File: src/rtl/conv_row_mac.sv
// Serial 3x3 window MAC: accumulates 9 pixel*weight pairs in row-major order
// and presents the three per-row dot products in parallel with a done flag.
module conv_row_mac #(
    parameter int DATA_W   = 8,
    parameter int SATURATE = 0
) (
    input  logic              clk,
    input  logic              rst_n,
    input  logic              enable,
    input  logic [DATA_W-1:0] pixel_in,
    input  logic [DATA_W-1:0] weight_in,
    input  logic              in_valid,
    output logic              in_ready,
    input  logic              out_ack,
    output logic [DATA_W-1:0] row_sum0,
    output logic [DATA_W-1:0] row_sum1,
    output logic [DATA_W-1:0] row_sum2,
    output logic              done
);

    // Two guard bits cover three full-scale products per row.
    localparam int ACC_W  = 2 * DATA_W + 2;
    localparam int PROD_W = 2 * DATA_W;

    typedef enum logic [1:0] {
        IDLE,
        ACCUM,
        HOLD
    } state_t;

    state_t             state_q, state_d;
    logic [1:0]         col_q, col_d;
    logic [1:0]         row_q, row_d;
    logic [ACC_W-1:0]   acc_q, acc_d;
    logic [DATA_W-1:0]  sum0_q, sum0_d;
    logic [DATA_W-1:0]  sum1_q, sum1_d;
    logic [DATA_W-1:0]  sum2_q, sum2_d;

    logic [PROD_W-1:0]  product;
    logic [ACC_W-1:0]   acc_next;
    logic [DATA_W-1:0]  folded;
    logic               accept;

    assign in_ready = (state_q == ACCUM);
    assign done     = (state_q == HOLD);
    assign accept   = in_valid && in_ready;

    assign product  = {{DATA_W{1'b0}}, pixel_in} * {{DATA_W{1'b0}}, weight_in};
    assign acc_next = acc_q + ACC_W'(product);

    // Any bit above DATA_W set means the row sum exceeds the output range.
    always_comb begin
        if ((SATURATE != 0) && (|acc_next[ACC_W-1:DATA_W])) begin
            folded = {DATA_W{1'b1}};
        end else begin
            folded = acc_next[DATA_W-1:0];
        end
    end

    always_comb begin
        // NOTE: every next-state signal takes its hold value first so no path leaves it unassigned (no latches).
        state_d = state_q;
        col_d   = col_q;
        row_d   = row_q;
        acc_d   = acc_q;
        sum0_d  = sum0_q;
        sum1_d  = sum1_q;
        sum2_d  = sum2_q;

        if (!enable) begin
            // Synchronous clear wins over any accept or ack in the same cycle.
            state_d = IDLE;
            col_d   = '0;
            row_d   = '0;
            acc_d   = '0;
            sum0_d  = '0;
            sum1_d  = '0;
            sum2_d  = '0;
        end else begin
            unique case (state_q)
                IDLE: state_d = ACCUM;
                ACCUM: begin
                    if (accept) begin
                        if (col_q == 2'd2) begin
                            acc_d = '0;
                            col_d = '0;
                            unique case (row_q)
                                2'd0:    sum0_d = folded;
                                2'd1:    sum1_d = folded;
                                default: sum2_d = folded;
                            endcase
                            if (row_q == 2'd2) begin
                                row_d   = '0;
                                state_d = HOLD;
                            end else begin
                                row_d = row_q + 2'd1;
                            end
                        end else begin
                            acc_d = acc_next;
                            col_d = col_q + 2'd1;
                        end
                    end
                end
                HOLD: begin
                    if (out_ack) begin
                        state_d = ACCUM;
                        col_d   = '0;
                        row_d   = '0;
                        acc_d   = '0;
                    end
                end
                default: state_d = IDLE;
            endcase
        end
    end

    always_ff @(posedge clk or negedge rst_n) begin
        if (!rst_n) begin
            state_q <= IDLE;
            col_q   <= '0;
            row_q   <= '0;
            acc_q   <= '0;
            sum0_q  <= '0;
            sum1_q  <= '0;
            sum2_q  <= '0;
        end else begin
            // NOTE: non-blocking assignments so every register samples pre-edge values.
            state_q <= state_d;
            col_q   <= col_d;
            row_q   <= row_d;
            acc_q   <= acc_d;
            sum0_q  <= sum0_d;
            sum1_q  <= sum1_d;
            sum2_q  <= sum2_d;
        end
    end

    assign row_sum0 = sum0_q;
    assign row_sum1 = sum1_q;
    assign row_sum2 = sum2_q;

endmodule

File: config.mk
export PLATFORM = sky130hd
export DESIGN_NAME = conv_row_mac
export DESIGN_NICKNAME = d
export VERILOG_FILES = /design/src/rtl/conv_row_mac.sv
export SDC_FILE = /design/constraint.sdc
export NUM_CORES = 1
export LEC_CHECK = 0
export BUFFER_PORTS_ARGS = -buffer_cell sky130_fd_sc_hd__buf_2
export CORE_MARGIN = 5
export CORE_UTILIZATION = 40
export CTS_CLUSTER_DIAMETER = 200
export DETAILED_ROUTE_END_ITERATION = 12
export PLACE_DENSITY = 0.6
export SYNTH_ARGS = -nofsm -noshare
export SYNTH_HDL_FRONTEND = slang
export SYNTH_SLANG_ARGS = --single-unit
File: constraint.sdc
create_clock -name clk -period 5.22 [get_ports clk]
set_input_delay 0.522 -clock clk [delete_from_list [all_inputs] [get_ports clk]]
set_output_delay 0.522 -clock clk [all_outputs]
set_load 0.02 [all_outputs]
# Word-level counts from Yosys, hierarchy flattened

Index checks and enable logic that the tools add are counted.

Muxes and demuxes: 36
Multiply operators: 1
Add/sub/neg operators: 3
Eq/ne operators: 16
Reduce and logical (&&, ||, !) cells: 10

Operator list:

| operator                                      | number |
|---|---|
| 2-to-1 mux 8 bit                              | 15 |
| 2-to-1 mux 18 bit                             | 4 |
| one-hot mux 18 bit (2 select lines)           | 1 |
| 2-to-1 mux 2 bit                              | 13 |
| AND reduction 4 bit                           | 5 |
| adder 18 x 16 -> 18 bit                       | 1 |
| multiplier 8 x 8 -> 16 bit                    | 1 |
| != test 2 x 1 -> 1 bit, second input constant | 5 |
| != test 3 x 2 -> 1 bit, second input constant | 3 |
| one-hot mux 2 bit (2 select lines)            | 2 |
| == test 2 bit, second input constant          | 3 |
| one-hot mux 2 bit (3 select lines)            | 1 |
| adder 2 x 1 -> 2 bit, second input constant   | 2 |
| == test 2 x 1 -> 1 bit, second input constant | 2 |
| logical NOT 2 bit                             | 2 |
| != test 3 x 1 -> 1 bit, second input constant | 1 |
| != test 3 bit, second input constant          | 1 |
| AND reduction 3 bit                           | 1 |
| != test 2 bit, second input constant          | 1 |
| OR reduction 2 bit                            | 1 |
| logical AND 1 bit                             | 1 |

Register bits after elaboration: 48

# Logic depth before layout (Yosys ltp)

Depth after elaboration: 7
Mapped depth: 15

# Least setup slack after synthesis

Ideal clock, no wire load.

Path type: in2reg
From: input pixel_in[3]
To: register sum1_q[7] (netlist: row_sum1[7])
Stages on the path: 14
Buffers on the path: 0
Data arrival time: 4.167 ns
Slack: 0.961 ns
Path through: nand2_1 > fa_1 > inv_1 > fa_1 > ha_1 > inv_1 > fa_1 > inv_1 > fa_1 > a21o_1 > a21oi_1 > xnor3_1 > xnor3_2 > o31ai_2

Longest elaborated chain between the ends: 7

RTL lines:

| element                    | RTL line | source |
|---|---|---|
| start: declaration         | 10       | `input logic [DATA_W-1:0] pixel_in,` |
| multiplier 8 x 8 -> 16 bit | 48       | `assign product = {{DATA_W{1'b0}}, pixel_in} * {{DATA_W{1'b0}}, weight_in};` |
| adder 18 x 16 -> 18 bit    | 49       | `assign acc_next = acc_q + ACC_W'(product);` |
| 2-to-1 mux 8 bit           | 87       | `unique case (row_q)` |
| 2-to-1 mux 8 bit           | 84       | `if (col_q == 2'd2) begin` |
| 2-to-1 mux 8 bit           | 83       | `if (accept) begin` |
| 2-to-1 mux 8 bit           | 80       | `unique case (state_q)` |
| 2-to-1 mux 8 bit           | 70       | `if (!enable) begin` |
| end signal: assignment     | 133      | `sum1_q <= sum1_d;` |
| end: declaration           | 36       | `logic [DATA_W-1:0] sum1_q, sum1_d;` |

Every way passes these cells. The select of a mux whose other input is x is not followed.
A chain may end at the register's enable or synchronous reset.

# Worst setup path in the final report

From: input weight_in[0]
To: register sum1_q[7] (netlist: row_sum1[7])

Longest elaborated chain between the ends: 7

RTL lines:

| element                    | RTL line | source |
|---|---|---|
| start: declaration         | 11       | `input logic [DATA_W-1:0] weight_in,` |
| multiplier 8 x 8 -> 16 bit | 48       |  |
| adder 18 x 16 -> 18 bit    | 49       |  |
| 2-to-1 mux 8 bit           | 87       |  |
| 2-to-1 mux 8 bit           | 84       |  |
| 2-to-1 mux 8 bit           | 83       |  |
| 2-to-1 mux 8 bit           | 80       |  |
| 2-to-1 mux 8 bit           | 70       |  |

Every way passes these cells. The select of a mux whose other input is x is not followed.

==> flow_summary.ini <==
[placement]
globalplace.congestion = 0.783
port_buffers = 46
hpwlAfterDp_mm = 4.34
dp.cells = 369

[floorplan]
start_util = 0.416
die_h_um = 91.7
dieArea_um2 = 8420
boundaryPins = 47
core_um2 = 6420
rows = 29
die_w_um = 91.7

[grt]
antenna_found_initial = 0
grt_overflow_total = 0
grt_usage = 0.139
grt_pass1_vias = 1874
grt_pass1_wl_mm = 9.52
grt_max_degree = 39

[critical_path]
cp.required_ns = 5.42
startpoint_type = primary input
end_kind = flop
r2r-end = row_sum1[7]
worstPathArrival_ns = 4.53
r2r.worst_path.cells = 14
path_class = primary input to flop
r2r_slack_ns = 0.93
crit_fanout = 8
r2r-start = acc_q[4]

[final_layout]
diodes = 0
drive_gt1_frac = 0.290
fill_cells = 587
instances_no_fill = 377
area_delta_synth_final_pct = 15.8
layout_commonest_cell = buf_2
nets = 355
final_cell_mix = buf_2 (46), inv_1 (40), dfrtp_1 (38), nand2_1 (31), mux2_2 (21)

[timing]
final_max_slew_viol_count = 0
setup_viol = 0
rsz0062_at_grt = no
slew_headroom = 0.346
worst_slew_pin_slew_ns = 0.980
min_period_ns = 4.33
finalHoldViolations = 0
min_period_over_period = 0.829
fmax_ghz = 0.231
finalSetupTns_ns = 0
clock_skew_ns = 0.00331

[logic_synthesis]
synthSimpleGateAreaFrac = 0.123
synth_compound_area_frac = 0.0810
synth_area_um2 = 2670
synth_fp_nets = 305
yosys_warnings = 0
synthXorXnorAreaFrac = 0.0660
synthAdderAreaFrac = 0.214
synth.distinct_cells = 40
synth_area_per_cell_um2 = 10.7
yosysSeqAreaShare = 0.356
postSynthCellCount = 249
ys_ff_latch = 38
synth_mux_area_frac = 0.0960
synth_top_family_by_area = adder cells

[status]
status = completed

[flow_run]
cap_violations = 0

[drt]
vias_per_cell = 4.83
wire_per_inst_um = 14.5
ant_nets = 0
drt_wl_total_mm = 5.46
drc = 0
vias = 1821
first_pass_iters = 4
drtIter0Drc = 40

[clock_network]
cts_root_buffer = clkbuf_8
hold_buffers = 0
cts_buffer_depth = 2
htreeDepth = 2
cts_sinks = 38
clock_latency_ns = 0.29
cts_resized = 0
clk_pin_slew_ns = 0.08
post_cts_buffers = 0
cts_buffers = 5
cts_tree = done

[power_and_ir_drop]
powerDensity_nw_per_um2 = 490
ir_drop_v = 0.000335
p_leak_nw = 1.62

[min_path]
hp-class = primary input to asynchronous set/reset pin
==> sequential cells by signal, indices dropped and copies added (netlist names) <==
| name | count |
|---|---|
| row_sum0 | 8 |
| acc_q | 8 |
| row_sum1 | 8 |
| state_q | 2 |
| col_q | 2 |
| row_q | 2 |
| row_sum2 | 8 |
==> stage by stage <==
step | utilization | instance area (um2) | hold slack, ns | power [mW] | setup slack [ns]
finish | 0.482 | 3100 | 0.336 | 1.52 | 0.893
global route | 0.482 | 3100 | 0.397 | 1.67 | 0.696
CTS | 0.482 | 3100 | 0.357 | 1.55 | 0.872
detailed placement | 0.465 | 2990 | 0.489 | 1.29 | 0.568
global placement | 0.465 | 2990 | 0.485 | 1.28 | 0.682
floorplan | - | 2670 | 0.226 | 1.08 | 0.961
==> cells by family (layout without fill, tap and decap cells) <==
logic type	after synthesis	after routing
and+or+nand+nor	67	67
buffers and inverters	45	96
DFF	38	38
muxes	23	23
AOI/OAI and AO/OA	25	25
adders and majority gates	35	35
xor gates and xnor gates	16	16
==> final cells by class <==
type	count	area, um2	share of cell area
inverters	42	158	0.0509
repair buffers	46	230	0.0744
multi-input cells	166	1550	0.501
clock inverters	3	40.0	0.0129
flip-flops and latches	38	951	0.307
clock buffers	5	68.8	0.0222
well taps	77	96.3	0.0311
==> critical path, stage by stage <==
cell	delay [ns]
buf_2	0.18
nand2_1	0.09
fa_1	0.48
inv_1	0.05
fa_1	0.45
ha_1	0.29
inv_1	0.05
fa_1	0.53
inv_1	0.07
fa_1	0.45
a21o_1	0.17
a21oi_1	0.17
xnor3_1	0.42
xnor3_2	0.43
o31ai_2	0.18
==> Yosys cell counts (all sizes together) <==
master | instances | area share
nor2b | 3 | 0.0070
a21boi | 1 | 0.0028
xnor3 | 2 | 0.017
o21ai | 5 | 0.011
fa | 18 | 0.13
mux2 | 21 | 0.088
nand3 | 2 | 0.0037
nor3b | 1 | 0.0028
and2 | 17 | 0.041
xnor2 | 11 | 0.039
clkinv | 1 | 0.0014
o41ai | 1 | 0.010
nand3b | 1 | 0.0028
o31ai | 1 | 0.0047
dfrtp | 38 | 0.36
nand2 | 32 | 0.046
inv | 41 | 0.058
a32o | 1 | 0.0037
o22ai | 2 | 0.0047
nand2b | 1 | 0.0051
nor3 | 2 | 0.0037
buf | 1 | 0.0019
a21oi | 3 | 0.0070
ha | 17 | 0.080
a22o | 7 | 0.023
mux2i | 2 | 0.0075
xor2 | 3 | 0.0098
a221oi | 1 | 0.0056
nor2 | 8 | 0.011
clkbuf | 2 | 0.0028
a21o | 2 | 0.0056
o21a | 1 | 0.0028
==> per-layer routing <==
| layer | vias up | wire, um | global-route usage | part of all wire |
|---|---|---|---|---|
| li1 | 897 | - | - | - |
| met1 | 881 | 2760 | 0.205 | 0.51 |
| met2 | 37 | 2360 | 0.206 | 0.43 |
| met3 | 6 | 286 | 0.0352 | 0.052 |
| met4 | 0 | 46 | 0.0297 | 0.0084 |
| met5 | - | 0 | 0 | 0 |
==> worst max-delay path by stage <==
stage / start / end
global route: weight_in[0] / row_sum1[7]
detailed placement: weight_in[0] / row_sum1[7]
floorplan: pixel_in[3] / row_sum1[7]
finish: weight_in[0] / row_sum1[7]
CTS: weight_in[0] / row_sum1[7]
global placement: weight_in[0] / row_sum1[7]
==> where the power goes <==
| part | internal [mW] | switching, mW |
|---|---|---|
| clock network | 0.141 | 0.105 |
| registers | 0.385 | 0.0481 |
| logic | 0.392 | 0.447 |
(Power assumes the default switching activity.)
